[src/rtl/fifo_sinc.sv]
// fifo_sinc - synchronous FIFO used on both sides of the arbitro.
//
// A write is accepted when push is high and the FIFO is not full. A read is
// accepted when pop is high and the FIFO is not empty. The read path is
// registered: a popped word appears on data_out one cycle after the pop,
// and valid_out marks that cycle.
//
// Optional build macro: FIFO_SINC_ERR_EN
//   defined   : error is a sticky flag, set by push-while-full or
//               pop-while-empty and cleared only by reset
//   undefined : error is tied to 0
//   The port list is the same in both builds.
//
// Parameters
//   FIFO_WORD_SIZE   data width; the top two bits carry the destination port
//   FIFO_DEPTH_LOG2  log2 of depth (DEPTH = 2**FIFO_DEPTH_LOG2)
//
// Ports
//   clk           clock; all logic runs on its rising edge
//   reset         synchronous, active-high
//   data_in       write data
//   push          write request
//   pop           read request
//   umbral_alto   almost-full threshold (1..DEPTH)
//   umbral_bajo   almost-empty threshold (0..DEPTH-1)
//   data_out      registered read data
//   valid_out     data_out holds a word popped on the previous cycle
//   empty         count == 0
//   full          count == DEPTH
//   almost_full   count >= umbral_alto
//   almost_empty  count <= umbral_bajo
//   count         current occupancy, 0..DEPTH
//   error         sticky overflow/underflow flag (see macro above)

module fifo_sinc #(
  parameter int FIFO_WORD_SIZE  = 10,
  parameter int FIFO_DEPTH_LOG2 = 3
) (
  input  logic                       clk,
  input  logic                       reset,
  input  logic [FIFO_WORD_SIZE-1:0]  data_in,
  input  logic                       push,
  input  logic                       pop,
  input  logic [FIFO_DEPTH_LOG2:0]   umbral_alto,
  input  logic [FIFO_DEPTH_LOG2:0]   umbral_bajo,
  output logic [FIFO_WORD_SIZE-1:0]  data_out,
  output logic                       valid_out,
  output logic                       empty,
  output logic                       full,
  output logic                       almost_full,
  output logic                       almost_empty,
  output logic [FIFO_DEPTH_LOG2:0]   count,
  output logic                       error
);

  localparam int DEPTH = 2 ** FIFO_DEPTH_LOG2;
  localparam logic [FIFO_DEPTH_LOG2:0] DEPTH_CNT = DEPTH[FIFO_DEPTH_LOG2:0];

  logic [FIFO_WORD_SIZE-1:0]  mem [DEPTH];
  logic [FIFO_DEPTH_LOG2-1:0] wr_ptr;
  logic [FIFO_DEPTH_LOG2-1:0] rd_ptr;
  logic                       wr_acc;
  logic                       rd_acc;

  // All flags come straight from the registered count, so a simultaneous
  // push/pop never sees the other side's effect in the same cycle.
  assign empty        = (count == '0);
  assign full         = (count == DEPTH_CNT);
  assign almost_full  = (count >= umbral_alto);
  assign almost_empty = (count <= umbral_bajo);

  assign wr_acc = push & ~full;
  assign rd_acc = pop & ~empty;

  // Storage is not reset; stale contents are unreachable once the pointers clear.
  always_ff @(posedge clk) begin
    if (!reset && wr_acc) begin
      mem[wr_ptr] <= data_in;
    end
  end

  always_ff @(posedge clk) begin
    if (reset) begin
      wr_ptr <= '0;
    end else if (wr_acc) begin
      wr_ptr <= wr_ptr + 1'b1;
    end
  end

  // A read of the slot being written this cycle returns the old word,
  // because mem is sampled before the write lands.
  always_ff @(posedge clk) begin
    if (reset) begin
      rd_ptr    <= '0;
      data_out  <= '0;
      valid_out <= 1'b0;
    end else if (rd_acc) begin
      rd_ptr    <= rd_ptr + 1'b1;
      data_out  <= mem[rd_ptr];
      valid_out <= 1'b1;
    end else begin
      valid_out <= 1'b0;
    end
  end

  always_ff @(posedge clk) begin
    if (reset) begin
      count <= '0;
    end else begin
      case ({wr_acc, rd_acc})
        2'b10:   count <= count + 1'b1;
        2'b01:   count <= count - 1'b1;
        default: count <= count;
      endcase
    end
  end

`ifdef FIFO_SINC_ERR_EN
  always_ff @(posedge clk) begin
    if (reset) begin
      error <= 1'b0;
    end else if ((push & full) | (pop & empty)) begin
      error <= 1'b1;
    end
  end
`else
  assign error = 1'b0;
`endif

endmodule

[config.mk]
export PLATFORM = sky130hd
export DESIGN_NAME = fifo_sinc
export DESIGN_NICKNAME = d
export VERILOG_FILES = /design/src/rtl/fifo_sinc.sv
export SDC_FILE = /design/constraint.sdc
export NUM_CORES = 1
export LEC_CHECK = 0
export ABC_AREA = 1
export CORE_AREA = 4 4 99 101
export DETAILED_ROUTE_END_ITERATION = 7
export DIE_AREA = 0 0 103 105
export GPL_ROUTABILITY_DRIVEN = 1
export PLACE_DENSITY = 0.72
export SLEW_MARGIN = 0
export SYNTH_ARGS = -nofsm -noshare
export SYNTH_HDL_FRONTEND = slang
export SYNTH_SLANG_ARGS = --single-unit
[constraint.sdc]
create_clock -name clk -period 3.1 [get_ports clk]
set_input_delay 0.31 -clock clk [delete_from_list [all_inputs] [get_ports clk]]
set_output_delay 0.31 -clock clk [all_outputs]
set_load 0.01 [all_outputs]
==> results.md <==
- The flow ran to the end, and the final reports show no timing, DRC or antenna violations.
- The placed cell count is 612.
- After detailed routing, the total wire length is 9279 um.
- Setup repair after global routing left no endpoint under its margin.
- The mapped netlist covers 0.004656 mm^2.
- The number of cell rows is 35.
- The die extent in x is 103 um.
- By instance count, the cell type seen most on the critical path is sky130_fd_sc_hd__nand2_1.
- The maximum fanout along the worst path is 17.
- Once placement finished, the instance area stood at 0.005136 mm^2.
- In this run the vertical extent of the chip is 105 um.
- The normalized max-slew margin is 47.97%.
- The placer congestion estimate is 0.7415.
- The number of port buffers is 40.
- The startpoint type of the worst setup path is a flop.
- For flop-to-flop paths, the worst setup slack is 0.61 ns.
- In this run the worst hold path is classified as flop to flop.
- After clock tree synthesis, the setup repair step added 0 buffers.
- The wire length of the first global-routing pass is 15150 um.
- The worst-skew pair later-pin latency is 0.35 ns.
- The number of nets in the synthesized netlist is 505.
- For the pin with the worst max-slew slack, the measured transition is 0.7795 ns.
- The origin of the critical flop-to-flop path is count[1].
- The count of endpoints failing hold in the final timing report came to 0.
- The routed wire length per instance is 14.78 um.
- The final cell count without fillers is 628.
- The multi-input combinational cells in the finished layout cover a total of 0.001355 mm^2.
- The worst path uses 80.28% of the clock period.
- The number of antenna diodes in the final layout is 0.
- The via count of the first global-routing pass is 3112.
- The worst setup path is of the flop to flop kind.
- In this run, post-CTS hold repair placed 0 buffers.
- The number of cells on the worst hold path is 2.
- The vias per cell is 5.097.
- For hold timing, the worst endpoint is data_out[9].
- Synthesis handed over a netlist of 469 instances.
- In the routed design, unresolved DRC markers number 0.
- The final setup skew is 0.01033 ns.
- The synthesis-to-layout area growth is 15.45%.
- The number of unique standard cell types used by synthesis is 29.
- The family with the most delay on the worst path is simple AND/OR/NAND/NOR gates.
- The cell depth of the worst flop-to-flop path is 12.
- The effective utilization at floorplan is 51.61%.
- Gates resized during post-CTS repair numbered 0.
- Summing over every cut layer, the via total after detailed routing is 3201.
- At the end of the flow, the number of nets in the layout was 548.
- Summed over all failing endpoints, the final setup total negative slack is 0 ns.
- The portion of the post-synthesis area used by sequential elements is 60.63%.
- The analysis attributes to cell leakage a power of 2.282 nW.
- The iteration count of the initial detailed-routing pass is 4.
- The number of pins with negative max-slew slack in the final report came to 0.
- A synthesized cell averages 9.927 um^2.
- The design draws 3.975 mW.
- The number of top-level design ports is 42.
- Summing all flip-flop and latch instances after layout gives 0.002823 mm^2.
- The total setup violations reported at the end of the flow is 0.
- The initial antenna violation count is 0.
- The clock passes through at most 2 buffers.
- The library cell used most frequently in the layout, excluding fill and tap cells, is sky130_fd_sc_hd__nand2_1.
- Counting the fill cells in the layout gives 749.
- Together, buffers and inverters on the worst path number 1.
- Traced cell by cell, the critical path runs through nor2_2 > nand3_2 > nand2_4 > clkinv_2 > ha_1 > ha_1 > or2_2 > nand2_1 > nand3_1 > nand2_1 > nand2_1 > a21oi_1.
- The fraction of final layout cells sized beyond drive strength 1 is 9.865%.
- The overflow left after global routing is 0.
- The max capacitance violation total is 0.
- Counting the buffers created by CTS gives 9.
- The worst register-to-register path ends at count[3].
- The master cell of the clock root buffer is sky130_fd_sc_hd__clkbuf_8.
- Across the VDD grid, the largest voltage drop is 0.2996 mV.
- The highest achievable clock rate is 401.8 MHz.
- The clock transition time at the flip-flop clock pins of the worst setup and hold paths is 0.09 ns.
- The violation count after the first detailed-route iteration is 242.
- The cell with the largest stage delay on the worst path is sky130_fd_sc_hd__dfxtp_1.
- The data arrival at the endpoint of the critical path is 2.78 ns.
- The post-layout instance area is 0.005375 mm^2.
- For this run, the number of Yosys warnings is 0.
- The floorplan step defined a die boundary enclosing 0.01082 mm^2.
- The placed wire-length estimate after detailed placement is 6005 um.
- The critical path's largest stage delay is 0.40 ns.
- The kind of capture point of the worst setup path is a flop.
- The startpoint identified for the worst hold timing path is data_out[9].
- Clock tree synthesis found a total of 101 sinks.
- The number of synthesized register bits is 101.
- The clock period could shrink to 2.489 ns.
- The TritonCTS clock tree is yes.
- The pin count of the biggest net entering global routing is 43.
- The final antenna-violating net count is 0.
- In the layout the commonest cells are 126 x sky130_fd_sc_hd__nand2_1, 85 x sky130_fd_sc_hd__inv_1, 80 x sky130_fd_sc_hd__edfxtp_1.
- The count of H-tree levels built during CTS is 3.
- For the worst setup path, the data required time is 3.39 ns.
- The core area is 0.009021 mm^2.
- For this design the ratio of total power to cell area is 739.4 mW/mm^2.
- The total global-route track usage is 18.36%.
-- logic make-up after synthesis --
family,Yosys count,share of synthesized area [%]
AOI/OAI and AO/OA,33,4.327
adders and majority gates,14,3.924
buffers and inverters,107,10.27
xor gates and xnor gates,1,0.1882
other,1,0.08055
and+or+nand+nor,212,20.59
DFF,101,60.63
-- synthesized netlist by cell type --
library cell               instances  area (um^2)
sky130_fd_sc_hd__clkinv_2          1        5.000
sky130_fd_sc_hd__and3_1            2        12.51
sky130_fd_sc_hd__nand2_2           1        6.260
sky130_fd_sc_hd__inv_1            85        319.1
sky130_fd_sc_hd__inv_6             1        8.760
sky130_fd_sc_hd__a21oi_2           9        78.83
sky130_fd_sc_hd__nand3_1          58        290.3
sky130_fd_sc_hd__nor3_1            4        20.02
sky130_fd_sc_hd__ha_1             13        162.7
sky130_fd_sc_hd__inv_2             1        3.750
sky130_fd_sc_hd__o211ai_1          1        7.510
sky130_fd_sc_hd__nand4_1           1        6.260
sky130_fd_sc_hd__fa_1              1        20.02
sky130_fd_sc_hd__edfxtp_1         80         2402
sky130_fd_sc_hd__o21ai_0          11        55.05
sky130_fd_sc_hd__nand3_2          10        100.1
sky130_fd_sc_hd__nand2_4           1        11.26
sky130_fd_sc_hd__buf_4             2        15.01
sky130_fd_sc_hd__nand2_1         126        473.0
sky130_fd_sc_hd__nor2_2            1        6.260
sky130_fd_sc_hd__nor2_1            7        26.28
sky130_fd_sc_hd__dfxtp_1          21        420.4
sky130_fd_sc_hd__buf_2             8        40.04
sky130_fd_sc_hd__xnor2_1           1        8.760
sky130_fd_sc_hd__clkbuf_1          2        7.510
sky130_fd_sc_hd__buf_6             7        78.83
sky130_fd_sc_hd__conb_1            1        3.750
sky130_fd_sc_hd__a21oi_1          12        60.06
sky130_fd_sc_hd__or2_2             1        6.260
-- worst register-to-register path, stage by stage, from the launching register on --
cell,delay (ns)
sky130_fd_sc_hd__dfxtp_1,0.40
sky130_fd_sc_hd__nor2_2,0.15
sky130_fd_sc_hd__nand3_2,0.11
sky130_fd_sc_hd__nand2_4,0.17
sky130_fd_sc_hd__clkinv_2,0.27
sky130_fd_sc_hd__ha_1,0.32
sky130_fd_sc_hd__ha_1,0.31
sky130_fd_sc_hd__or2_2,0.31
sky130_fd_sc_hd__nand2_1,0.07
sky130_fd_sc_hd__nand3_1,0.07
sky130_fd_sc_hd__nand2_1,0.07
sky130_fd_sc_hd__nand2_1,0.05
sky130_fd_sc_hd__a21oi_1,0.12
-- metal layers --
metal	up-vias	track usage [%]	routed length, um
met1	1496	24.46	3850
met5	-	0	0
li1	1599	-	-
met3	5	4.473	645
met2	101	30.20	4714
met4	0	4.163	68
-- cell type report --
type | instances | share of cell area (%)
sequential | 101 | 52.51
multi-input combinational | 261 | 25.21
timing repair buffer | 51 | 8.985
inverter | 88 | 6.262
tap | 111 | 2.584
clock buffer | 10 | 2.374
clock inverter | 6 | 2.072
-- power by group --
group / internal [mW] / switching [mW] / total (mW)
clock network: 0.537 / 0.428 / 0.965
logic: 0.544 / 0.811 / 1.35
registers: 1.57 / 0.0827 / 1.65
total: 2.65 / 1.32 / 3.97
-- through the flow --
step / util [%] / setup slack [ns] / hold WS (ns)
2_1_floorplan: - / 1.007 / 0.3791
3_3_place_gp: 56.93 / 0.5762 / 0.4633
3_5_place_dp: 56.93 / 0.4898 / 0.4620
4_1_cts: 59.58 / 0.5905 / 0.4766
5_1_grt: 59.58 / 0.3990 / 0.5058
6_report: 59.58 / 0.6113 / 0.4751
-- state kept, by name, indices dropped and copies added, names as in the netlist --
name and flops:
mem 80, data_out 10, count 4, rd_ptr 3, wr_ptr 3, valid_out 1
-- worst max path at each step --
| stage | start | end | slack [ns] | cells past startpoint |
|---|---|---|---|---|
| floorplan | count[1] | count[3] | 1.01 | 13 |
| global placement | pop | count[3] | 0.58 | 11 |
| finish | count[1] | count[3] | 0.61 | 12 |
| global route | count[1] | count[3] | 0.40 | 12 |
| detailed placement | pop | count[3] | 0.49 | 11 |
| CTS | count[1] | count[3] | 0.59 | 12 |
Power figures use the tool's default switching activity.
==> variant 1 (config.mk and constraints unchanged) <==
The parameter `FIFO_WORD_SIZE` goes from 10 to 12.
--- a/src/rtl/fifo_sinc.sv
+++ b/src/rtl/fifo_sinc.sv
@@ -33,7 +33,7 @@
 //   error         sticky overflow/underflow flag (see macro above)
 
 module fifo_sinc #(
-  parameter int FIFO_WORD_SIZE  = 10,
+  parameter int FIFO_WORD_SIZE  = 12,
   parameter int FIFO_DEPTH_LOG2 = 3
 ) (
   input  logic                       clk,
Ports: changed (resized data_in and data_out); port bits go from 42 to 46. The function was not compared with the original's and may differ.
==> variant 1 against the original RTL <==
Global-route usage rose by 3.8 points. Via count up 18%. Clock skew down 1.3 ps. Sequential cell count is 18 higher. Power grew 34%. Synthesized area is 14% higher. Die area did not move. First-iteration DRC count rose by 33%. Routed wire length up 24%. Design area increased by 21%. Setup slack gained 4.2 ps. Count of clock-buffer cells in the layout is 15 higher. Critical path depth fell by 7. Largest power group unchanged. Highest routed layer unchanged.
==> variant 1: results (changes against the original RTL) <==
metric	value	unit	change
outcome	finished, final reports clean		
Seq/Total Area, Yosys	63.3	%	+2.6 points
WL final	11500	um	+24%
P_leak	2.81	nW	+23%
Clock power frac	35.7	%	+11 points
CP max-delay cell	clkdlybuf4s50_1		
clock skew	9.04	ps	-1.28 ps
hold slack	461	ps	-14.0 ps
via count of the routed design	3792		+18%
CP endpoint	almost_empty		
DRC marker count from the first detailed-route iteration	323		+33%
synth cell count leaders	nand2_1 (152), inv_1 (97), edfxtp_1 (96)		
Synth Area per Inst	9.77	sq um	-1.6%
Regs by FF count	mem: 96 flops, data_out: 12 flops, count: 4 flops		
xor and xnor area share after synthesis	0.166	%	-0.022 points
top post-synthesis cells by area	edfxtp_1 (55%), nand2_1 (11%), dfxtp_1 (8.7%)		
layout cell share with drive strength beyond 1	10.0	%	+0.18 points
met3 usage	5.54	%	+1.1 points
Place WS	699	ps	+209 ps
Setup crit end kind	output port		
TritonCTS Buffers	17		+8
fillers	636		-15%
comb pwr	1.47	mW	+9%
Post-Synth Adder-Cell Area	3.46	%	-0.47 points
Unique masters post-synth	25		-14%
routability cong.	0.811		+9.3%
met2 global-route usage	35.7	%	+5.5 points
met2 wire len	5530	um	+17%
sw power	1.65	mW	+25%
syn_nets	579		+15%
vias in the first global route	3686		+18%
variant 1: cell count changes after synthesis, moves of 9 or more:
cell / unedited run / this run
edfxtp_1: 80 / 96
nand3_2: 10 / 1
nand3_1: 58 / 77
nand2_1: 126 / 152
inv_1: 85 / 97
a21oi_1: 12 / 23
a21oi_2: 9 / 0
variant 1: area by class of cell:
class / count / area share [%]
inverters: 100 / 5.77
well taps: 111 / 2.14
clock buffers: 25 / 7.62
multi-input cells: 299 / 22.2
repair buffers: 67 / 9.43
clock inverters: 7 / 1.44
flip-flops and latches: 119 / 51.4
variant 1: kinds of logic after synthesis:
kind of cell | count (synthesis)
buffers and inverters | 123
other | 1
AO/OA/AOI/OAI | 35
adder cells (fa/ha/maj) | 14
flip-flops | 119
AND/OR/NAND/NOR | 248
XOR/XNOR | 1
variant 1: through the flow:
step,total power [mW],instance area (sq um)
6_report,5.34,6500
5_1_grt,5.61,6500
4_1_cts,5.36,6500
3_5_place_dp,3.45,5910
3_3_place_gp,3.39,5910
2_1_floorplan,2.95,5290
==> variant 2 (same flow settings) <==
Made on the original files. Register the output `count` once more; this adds one clock of latency there. The other outputs are not delayed to match. Comments in the files are not updated.
--- a/src/rtl/fifo_sinc.sv
+++ b/src/rtl/fifo_sinc.sv
@@ -56,6 +56,8 @@
   localparam int DEPTH = 2 ** FIFO_DEPTH_LOG2;
   localparam logic [FIFO_DEPTH_LOG2:0] DEPTH_CNT = DEPTH[FIFO_DEPTH_LOG2:0];
 
+  logic [FIFO_DEPTH_LOG2:0] count_s0;
+
   logic [FIFO_WORD_SIZE-1:0]  mem [DEPTH];
   logic [FIFO_DEPTH_LOG2-1:0] wr_ptr;
   logic [FIFO_DEPTH_LOG2-1:0] rd_ptr;
@@ -64,10 +66,10 @@
 
   // All flags come straight from the registered count, so a simultaneous
   // push/pop never sees the other side's effect in the same cycle.
-  assign empty        = (count == '0);
-  assign full         = (count == DEPTH_CNT);
-  assign almost_full  = (count >= umbral_alto);
-  assign almost_empty = (count <= umbral_bajo);
+  assign empty        = (count_s0 == '0);
+  assign full         = (count_s0 == DEPTH_CNT);
+  assign almost_full  = (count_s0 >= umbral_alto);
+  assign almost_empty = (count_s0 <= umbral_bajo);
 
   assign wr_acc = push & ~full;
   assign rd_acc = pop & ~empty;
@@ -105,12 +107,12 @@
 
   always_ff @(posedge clk) begin
     if (reset) begin
-      count <= '0;
+      count_s0 <= '0;
     end else begin
       case ({wr_acc, rd_acc})
-        2'b10:   count <= count + 1'b1;
-        2'b01:   count <= count - 1'b1;
-        default: count <= count;
+        2'b10:   count_s0 <= count_s0 + 1'b1;
+        2'b01:   count_s0 <= count_s0 - 1'b1;
+        default: count_s0 <= count_s0;
       endcase
     end
   end
@@ -127,5 +129,9 @@
   assign error = 1'b0;
 `endif
 
+  always_ff @(posedge clk) begin
+    count <= count_s0;
+  end
+
 endmodule
 
Behaviour: not the same (Yosys sat finds a counterexample within 4 cycles, from zero or initial values and one cycle with reset high).
==> variant 2 against the original RTL <==
Count of clock-buffer cells in the layout shrank 1. Synthesized cell count grew 0.85%. Via count grew 1.9%. Sequential cell count grew 4. Power is essentially flat. Largest cell class unchanged. Routed wire length grew 4.3%. Design area grew 1.5%. Clock power shrank 11%. Synthesized area grew 1.6%. Register-to-register slack gained 260 ps. Sequential power grew 7%. Largest power group unchanged. Setup slack gained 140 ps.
==> variant 2: results (changes against the original RTL) <==
metric	value	unit	change
CP endpoint	almost_empty		
P_leak	2.33	nW	+1.9%
synth cell count leaders	nand2_1 (126), inv_1 (85), edfxtp_1 (80)		
R2R setup slack	870	ps	+260 ps
switching part of the total power	34.9	%	+1.7 points
CP startpoint	count_s0[1]		
fillers	716		-4.4%
layout cell share with drive strength beyond 1	10.9	%	+0.99 points
top post-synthesis cells by area	edfxtp_1 (51%), dfxtp_1 (11%), nand2_1 (10%)		
via count of the routed design	3262		+1.9%
WL final	9670	um	+4.3%
vias in the first global route	3174		+2.0%
crit-path max FO	7		-10
Total GRT Usage	19.3	%	+0.92 points
Regs by FF count	mem: 80 flops, data_out: 10 flops		
fin nets	556		+1.5%
HPWL after DPL	6330	um	+5.5%
wire length per cell	15.2	um	+2.9%
Worst VDD drop	364	uV	+22%
Seq/Total Area, Yosys	61.4	%	+0.73 points
Placed Cells	620		+1.3%
Yosys warning count	0		unchanged
CP max-delay cell	clkdlybuf4s50_1		
hold buffers post-CTS	0		unchanged
routability cong.	0.811		+9.4%
clock latency on the worst-skew pair	370	ps	+20 ps
outcome	finished, final reports clean		
actual slew at the worst max-slew pin	790	ps	+10.3 ps
global-route wire length before repair	15700	um	+4.0%
post-CTS setup buffer count	0		unchanged
Worst path max stage delay	560	ps	+160 ps
reg2reg end	count_s0[3]		
variant 2: worst min-delay path by stage:
| stage | start | end | slack (ps) | cells past startpoint |
|---|---|---|---|---|
| 4_1_cts | count_s0[0] | count[0] | 420 | 0 |
| 2_1_floorplan | count_s0[0] | count[0] | 370 | 0 |
| 5_1_grt | count_s0[0] | count[0] | 430 | 0 |
| 3_5_place_dp | count_s0[0] | count[0] | 420 | 0 |
| 3_3_place_gp | count_s0[0] | count[0] | 400 | 0 |
| 6_report | count_s0[0] | count[0] | 410 | 0 |
variant 2: power groups by stage:
stage	registers (mW)	clock network, mW	logic [mW]
2_1_floorplan	1.78	0	0.934
3_3_place_gp	1.79	0	1.32
3_5_place_dp	1.80	0	1.36
4_1_cts	1.76	0.877	1.37
5_1_grt	1.78	0.941	1.53
6_report	1.76	0.860	1.35
variant 2: cell families after synthesis:
| logic type | count (synthesis) | share of synthesized area (%) |
|---|---|---|
| adder cells (fa/ha/maj) | 14 | 3.86 |
| flip-flops | 105 | 61.4 |
| buffers and inverters | 107 | 10.0 |
| XOR/XNOR | 1 | 0.185 |
| AO/OA/AOI/OAI | 33 | 4.26 |
| other | 1 | 0.0793 |
| AND/OR/NAND/NOR | 212 | 20.3 |
variant 2: cell type report:
type | count | area share, %
clock buffer | 9 | 2.27
clock inverter | 7 | 1.38
inverter | 88 | 6.17
multi-input combinational | 261 | 24.8
sequential | 105 | 53.2
tap | 111 | 2.54
timing repair buffer | 55 | 9.63
variant 2: worst max-delay path, delay by kind of cell, from the launching register on:
kind,cells,cell delay [ps]
flops,1,500
fa+ha+maj,1,310
buf+inv,1,560
compound gates,3,290
variant 2: layer usage:
| metal | GRT usage [%] | share of wire, % |
|---|---|---|
| met5 | 0 | 0 |
| met4 | 6.38 | 1.5 |
| met3 | 4.67 | 5.7 |
| met2 | 32.8 | 51 |
| met1 | 23.7 | 42 |
variant 2: metrics by stage:
| stage | worst slack [ps] | hold slack, ps | util (%) | cell area, sq um |
|---|---|---|---|---|
| after CTS | 739 | 415 | 60.5 | 5460 |
| after floorplan | 1050 | 375 | - | 4730 |
| after global routing | 588 | 432 | 60.5 | 5460 |
| final | 756 | 414 | 60.5 | 5460 |
| after detailed placement | 756 | 415 | 58.3 | 5260 |
| after global placement | 823 | 398 | 58.3 | 5260 |
